==> src/rtl/autobaud_ctrl.sv <==
// Auto-baud controller: measures a 0x55 sync character and drives the oversampling tick.
// Optional RX majority glitch filter is enabled by defining AUTOBAUD_GLITCH_FILTER_EN.
module autobaud_ctrl #(
    parameter int unsigned CLK_FREQ       = 50_000_000,
    parameter int unsigned DEFAULT_BAUD   = 19200,
    parameter int unsigned OVERSAMPLING   = 16,
    parameter int unsigned NB_DIV         = 16,
    parameter int unsigned TIMEOUT_CYCLES = 50_000_000
) (
    input  logic              i_clk,
    input  logic              i_reset,
    input  logic              i_rx,
    input  logic              i_start,
    output logic              o_tick,
    output logic [NB_DIV-1:0] o_divisor,
    output logic              o_busy,
    output logic              o_locked,
    output logic              o_error
);

    localparam int unsigned CNT_W = $clog2(TIMEOUT_CYCLES);
    localparam int unsigned SHIFT = $clog2(8 * OVERSAMPLING);
    localparam int unsigned DW    = (CNT_W >= NB_DIV) ? CNT_W + 1 : NB_DIV + 1;

    localparam logic [NB_DIV-1:0] DEFAULT_DIV  = NB_DIV'(CLK_FREQ / DEFAULT_BAUD / OVERSAMPLING);
    localparam logic [CNT_W-1:0]  TIMEOUT_LAST = CNT_W'(TIMEOUT_CYCLES - 1);
    localparam logic [DW-1:0]     DIV_MAX      = DW'((64'd1 << NB_DIV) - 64'd1);
    localparam logic [DW-1:0]     ROUND_HALF   = DW'(4 * OVERSAMPLING);

    typedef enum logic [1:0] {IDLE, WAIT_EDGE, MEASURE, COMPUTE} state_t;

    logic rx_meta, rx_sync, rx_cur, rx_prev, rx_fall;

    always_ff @(posedge i_clk) begin
        if (i_reset) begin
            rx_meta <= 1'b1;
            rx_sync <= 1'b1;
        end else begin
            rx_meta <= i_rx;
            rx_sync <= rx_meta;
        end
    end

`ifdef AUTOBAUD_GLITCH_FILTER_EN
    logic [1:0] rx_hist;
    logic       rx_filt;

    always_ff @(posedge i_clk) begin
        if (i_reset) begin
            rx_hist <= '1;
            rx_filt <= 1'b1;
        end else begin
            rx_hist <= {rx_hist[0], rx_sync};
            rx_filt <= (rx_sync & rx_hist[0]) | (rx_sync & rx_hist[1]) | (rx_hist[0] & rx_hist[1]);
        end
    end

    assign rx_cur = rx_filt;
`else
    assign rx_cur = rx_sync;
`endif

    always_ff @(posedge i_clk) begin
        if (i_reset) rx_prev <= 1'b1;
        else         rx_prev <= rx_cur;
    end

    assign rx_fall = rx_prev & ~rx_cur;

    state_t            state, state_next;
    logic [CNT_W-1:0]  meas_cnt, meas_cnt_next;
    logic [2:0]        edge_cnt, edge_cnt_next;
    logic              busy_next, locked_next, error_next, div_load;
    logic [NB_DIV-1:0] divisor_next;
    logic [DW-1:0]     div_full;
    logic              div_ok, timeout;

    // Full-width rounding divide so out-of-range results are caught before truncation.
    assign div_full = (DW'(meas_cnt) + ROUND_HALF) >> SHIFT;
    assign div_ok   = (div_full >= DW'(2)) && (div_full <= DIV_MAX);
    assign timeout  = (meas_cnt == TIMEOUT_LAST);

    always_comb begin
        state_next    = state;
        meas_cnt_next = meas_cnt;
        edge_cnt_next = edge_cnt;
        busy_next     = o_busy;
        locked_next   = o_locked;
        error_next    = o_error;
        divisor_next  = o_divisor;
        div_load      = 1'b0;
        if (i_start) begin
            state_next    = WAIT_EDGE;
            meas_cnt_next = '0;
            edge_cnt_next = '0;
            error_next    = 1'b0;
            busy_next     = 1'b1;
        end else begin
            case (state)
                IDLE: ;
                WAIT_EDGE: begin
                    if (timeout) begin
                        error_next = 1'b1;
                        busy_next  = 1'b0;
                        state_next = IDLE;
                    end else if (rx_fall) begin
                        meas_cnt_next = '0;
                        edge_cnt_next = 3'd1;
                        state_next    = MEASURE;
                    end else begin
                        meas_cnt_next = meas_cnt + 1'b1;
                    end
                end
                MEASURE: begin
                    if (timeout) begin
                        error_next = 1'b1;
                        busy_next  = 1'b0;
                        state_next = IDLE;
                    end else begin
                        // Counting through the 5th edge cycle leaves exactly 8 bit times.
                        meas_cnt_next = meas_cnt + 1'b1;
                        if (rx_fall) begin
                            edge_cnt_next = edge_cnt + 1'b1;
                            if (edge_cnt == 3'd4) state_next = COMPUTE;
                        end
                    end
                end
                COMPUTE: begin
                    busy_next  = 1'b0;
                    state_next = IDLE;
                    if (div_ok) begin
                        divisor_next = div_full[NB_DIV-1:0];
                        locked_next  = 1'b1;
                        div_load     = 1'b1;
                    end else begin
                        error_next = 1'b1;
                    end
                end
                default: state_next = IDLE;
            endcase
        end
    end

    always_ff @(posedge i_clk) begin
        if (i_reset) begin
            state     <= IDLE;
            meas_cnt  <= '0;
            edge_cnt  <= '0;
            o_busy    <= 1'b0;
            o_locked  <= 1'b0;
            o_error   <= 1'b0;
            o_divisor <= DEFAULT_DIV;
        end else begin
            state     <= state_next;
            meas_cnt  <= meas_cnt_next;
            edge_cnt  <= edge_cnt_next;
            o_busy    <= busy_next;
            o_locked  <= locked_next;
            o_error   <= error_next;
            o_divisor <= divisor_next;
        end
    end

    logic [NB_DIV-1:0] tick_cnt;

    assign o_tick = (tick_cnt == o_divisor - NB_DIV'(1));

    always_ff @(posedge i_clk) begin
        if (i_reset)       tick_cnt <= '0;
        else if (div_load) tick_cnt <= '0;
        else if (o_tick)   tick_cnt <= '0;
        else               tick_cnt <= tick_cnt + 1'b1;
    end

endmodule

==> config.mk <==
export PLATFORM = sky130hd
export DESIGN_NAME = autobaud_ctrl
export DESIGN_NICKNAME = d
export VERILOG_FILES = /design/src/rtl/autobaud_ctrl.sv
export SDC_FILE = /design/constraint.sdc
export NUM_CORES = 1
export LEC_CHECK = 0
export ABC_AREA = 1
export CORE_ASPECT_RATIO = 1.5
export CORE_MARGIN = 2
export CORE_UTILIZATION = 65
export DETAILED_ROUTE_END_ITERATION = 8
export DONT_BUFFER_PORTS = 1
export PLACE_DENSITY = 0.84
export SYNTH_ARGS = -nofsm -noshare
export SYNTH_HDL_FRONTEND = slang
export SYNTH_SLANG_ARGS = --single-unit
export TNS_END_PERCENT = 5
==> constraint.sdc <==
create_clock -name i_clk -period 2.25 [get_ports i_clk]
set_input_delay 0.3375 -clock i_clk [delete_from_list [all_inputs] [get_ports i_clk]]
set_output_delay 0.3375 -clock i_clk [all_outputs]
set_load 0.02 [all_outputs]
==> reports/summary.txt <==
Status - finished, violations left
Violated checks - negative setup slack
Peak VDD IR - 381 uV
CTS H-Tree Depth - 3
Die area - 8110 um^2
Syn_area_per_cell - 6.46 um^2
Leakage - 2.25 nW
Synth-to-layout area growth - 14.7%
Worst Setup End Kind - output pin
Core Util, Final - 76.8%
Maxcap violations - 0
Critical-path top delay cell - dfxtp_2
#FFs+latches synth - 69
Pwr/cell area - 450 nW/um^2
Setup ws final - -145 ps
Layout cells sized above 1 - 17.8%
Endpoints failing hold - 0
Largest net degree at the start of global routing - 18
HPWL Detailed - 10.4 mm
Final Power - 0.00248 W
RSZ-0062 raised after global routing - true
Fin Hold WS - 33.3 ps
Cell Count, Final, Fillers Out - 888
Placed insts - 869
Final Setup Violations - 1
Most common cell after layout, fill and taps aside - nand2_1
GP Congestion - 1.03
Crit path kind - reg2out
Pre-antenna DRT Iters - 5
Fin nets - 798
Root Driver - clkbuf_8
Final period demand of the worst path - 2390 ps
CTS tree - done
Vias in the first global route - 4701
Rel. slew slack - 62.9%
Row cnt - 38
Final instance area - 5510 um^2
Drt via density - 5.52
First-pass GRT wire length - 21.6 mm
CP Launch Type - flop
Syn Std Cell Area - 4800 um^2
WP data required - 1910 ps
Seq/Total Area, Yosys - 28.8%
Clock sinks - 69
Antenna violations before repair - 0
Die extent in y - 109 um
Fin crit share - 106%
Max clock buf depth - 2
Gr ovfl total - 0
Die Span X - 74.2 um
Post-Route Skew - 10.9 ps
CP max FO - 3
Max stage delay on crit path - 350 ps
GR Util All Layers - 35.2%
Most frequent cells in the layout - nand2_1, inv_1, nor2_1
WL/cell - 15.2 um
Starting density of the core - 66.9%
Port Buffer Count - 0
HP Class - in2reg
Flop-to-flop setup slack - 70 ps
Critical path arrival - 2060 ps
Cts hold-fix bufs - 0
DRC viols - 0
Routed Antenna Nets - 0
Area after DPL - 5160 um^2
Max Freq - 418 MHz
Synth Warn # - 0
Syn Nets - 759
Worst Max-Slew Pin Slew - 552 ps
Most used cell, CP - nor2_1
Initial DRC count - 236
Clk_lat worst skew - 370 ps
Core Box Area - 7180 um^2
Number of diodes - 0
Critical path cell sequence - inv_2 -> ha_4 -> xor2_2 -> o21ai_2 -> nor3b_2 -> nand3_1 -> nor2_1 -> nand4_1 -> nor2_1 -> buf_4
Routed vias - 4900
CTS clk-pin slew, worst paths - 80 ps
Ports - 24
Gate Count Post-Synth - 744
TritonCTS Buffers - 9
Final Max Tran Viols - 0
Final wirelength - 13.5 mm
Synth unique cells - 39
[power breakdown]
group | total [W] | internal (W) | switching (W) | leakage [nW]
logic | 0.000210 | 0.0000767 | 0.000133 | 1.59
clock network | 0.00101 | 0.000505 | 0.000508 | 0.0987
registers | 0.00125 | 0.00124 | 0.0000183 | 0.559
total | 0.00248 | 0.00182 | 0.000660 | 2.25
[critical path, delay by kind of cell, from the launching register on]
kind / cells / cell delay, ps
and+or+nand+nor: 5 / 620
xor gates and xnor gates: 1 / 140
AOI/OAI and AO/OA: 1 / 90
adders and majority gates: 1 / 280
DFF: 1 / 350
buffers and inverters: 2 / 200
[registers in the layout (all words and copies together), names as in the netlist]
signal	flops
rx_prev	1
o_error	1
o_divisor	16
state	2
o_locked	1
meas_cnt	26
edge_cnt	3
rx_meta	1
rx_cur	1
o_busy	1
tick_cnt	16
[per-layer routing]
metal	GRT usage [%]	share of wire, %	up-vias
met1	33.5	36	2245
met3	6.28	4.4	52
met5	0	0	-
li1	-	-	2443
met4	22.7	5.3	0
met2	66.5	55	160
[metrics by stage]
| stage | TNS, ps | setup WS [ps] |
|---|---|---|
| 2_1_floorplan | 0 | 101 |
| 3_3_place_gp | 0 | 19.0 |
| 3_5_place_dp | -341 | -29.7 |
| 4_1_cts | -132 | -132 |
| 5_1_grt | -2500 | -251 |
| 6_report | -145 | -145 |
[path summary, 6_finish.rpt]
check / depth (start not counted) / startpoint / endpoint
setup reg to reg: 12 / meas_cnt[9] / tick_cnt[14]
hold / removal: 1 / i_reset / o_locked
setup / recovery: 10 / o_divisor[0] / o_tick
hold reg to reg: 1 / rx_meta / rx_cur
[layout make-up]
class | count | area [um^2]
Multi-Input combinational cell | 548 | 3030
Fill cell | 561 | 1670
Sequential cell | 69 | 1390
Inverter | 115 | 432
Timing Repair Buffer | 40 | 342
Tap cell | 100 | 125
Clock buffer | 9 | 124
Clock inverter | 7 | 66.3
[synth_stat cells (all sizes together)]
| cell | n | area share [%] |
|---|---|---|
| nand2 | 193 | 16 |
| nor2 | 118 | 13 |
| inv | 113 | 8.8 |
| dfxtp | 69 | 29 |
| nand3 | 59 | 6.8 |
| nand4 | 34 | 4.4 |
| a21oi | 31 | 3.2 |
| xor2 | 25 | 4.6 |
| o21ai | 24 | 2.6 |
| nor3 | 16 | 1.7 |
| ha | 11 | 2.9 |
| xnor2 | 11 | 2.0 |
| buf | 9 | 1.4 |
| nand3b | 5 | 0.78 |
| or2 | 4 | 0.52 |
| and2 | 3 | 0.39 |
| clkbuf | 3 | 0.23 |
| nor3b | 3 | 0.47 |
| nor4 | 3 | 0.39 |
| a211oi | 2 | 0.31 |
| a31oi | 2 | 0.26 |
| clkinv | 2 | 0.16 |
| o21bai | 2 | 0.31 |
| and3 | 1 | 0.13 |
| o21a | 1 | 0.16 |
[what timing repair did]
item                       CTS  global route
buffers inserted             2             1
pin swaps                    7             7
setup endpoints to repair   28            55
resized for setup           12            27
[cells by family after synthesis]
group / synth area share, %
xor gates and xnor gates: 6.56
and+or+nand+nor: 44.3
buffers and inverters: 10.6
AOI/OAI and AO/OA: 6.85
adders and majority gates: 2.87
DFF: 28.8
Note: power is estimated with default switching activity, not from simulation.
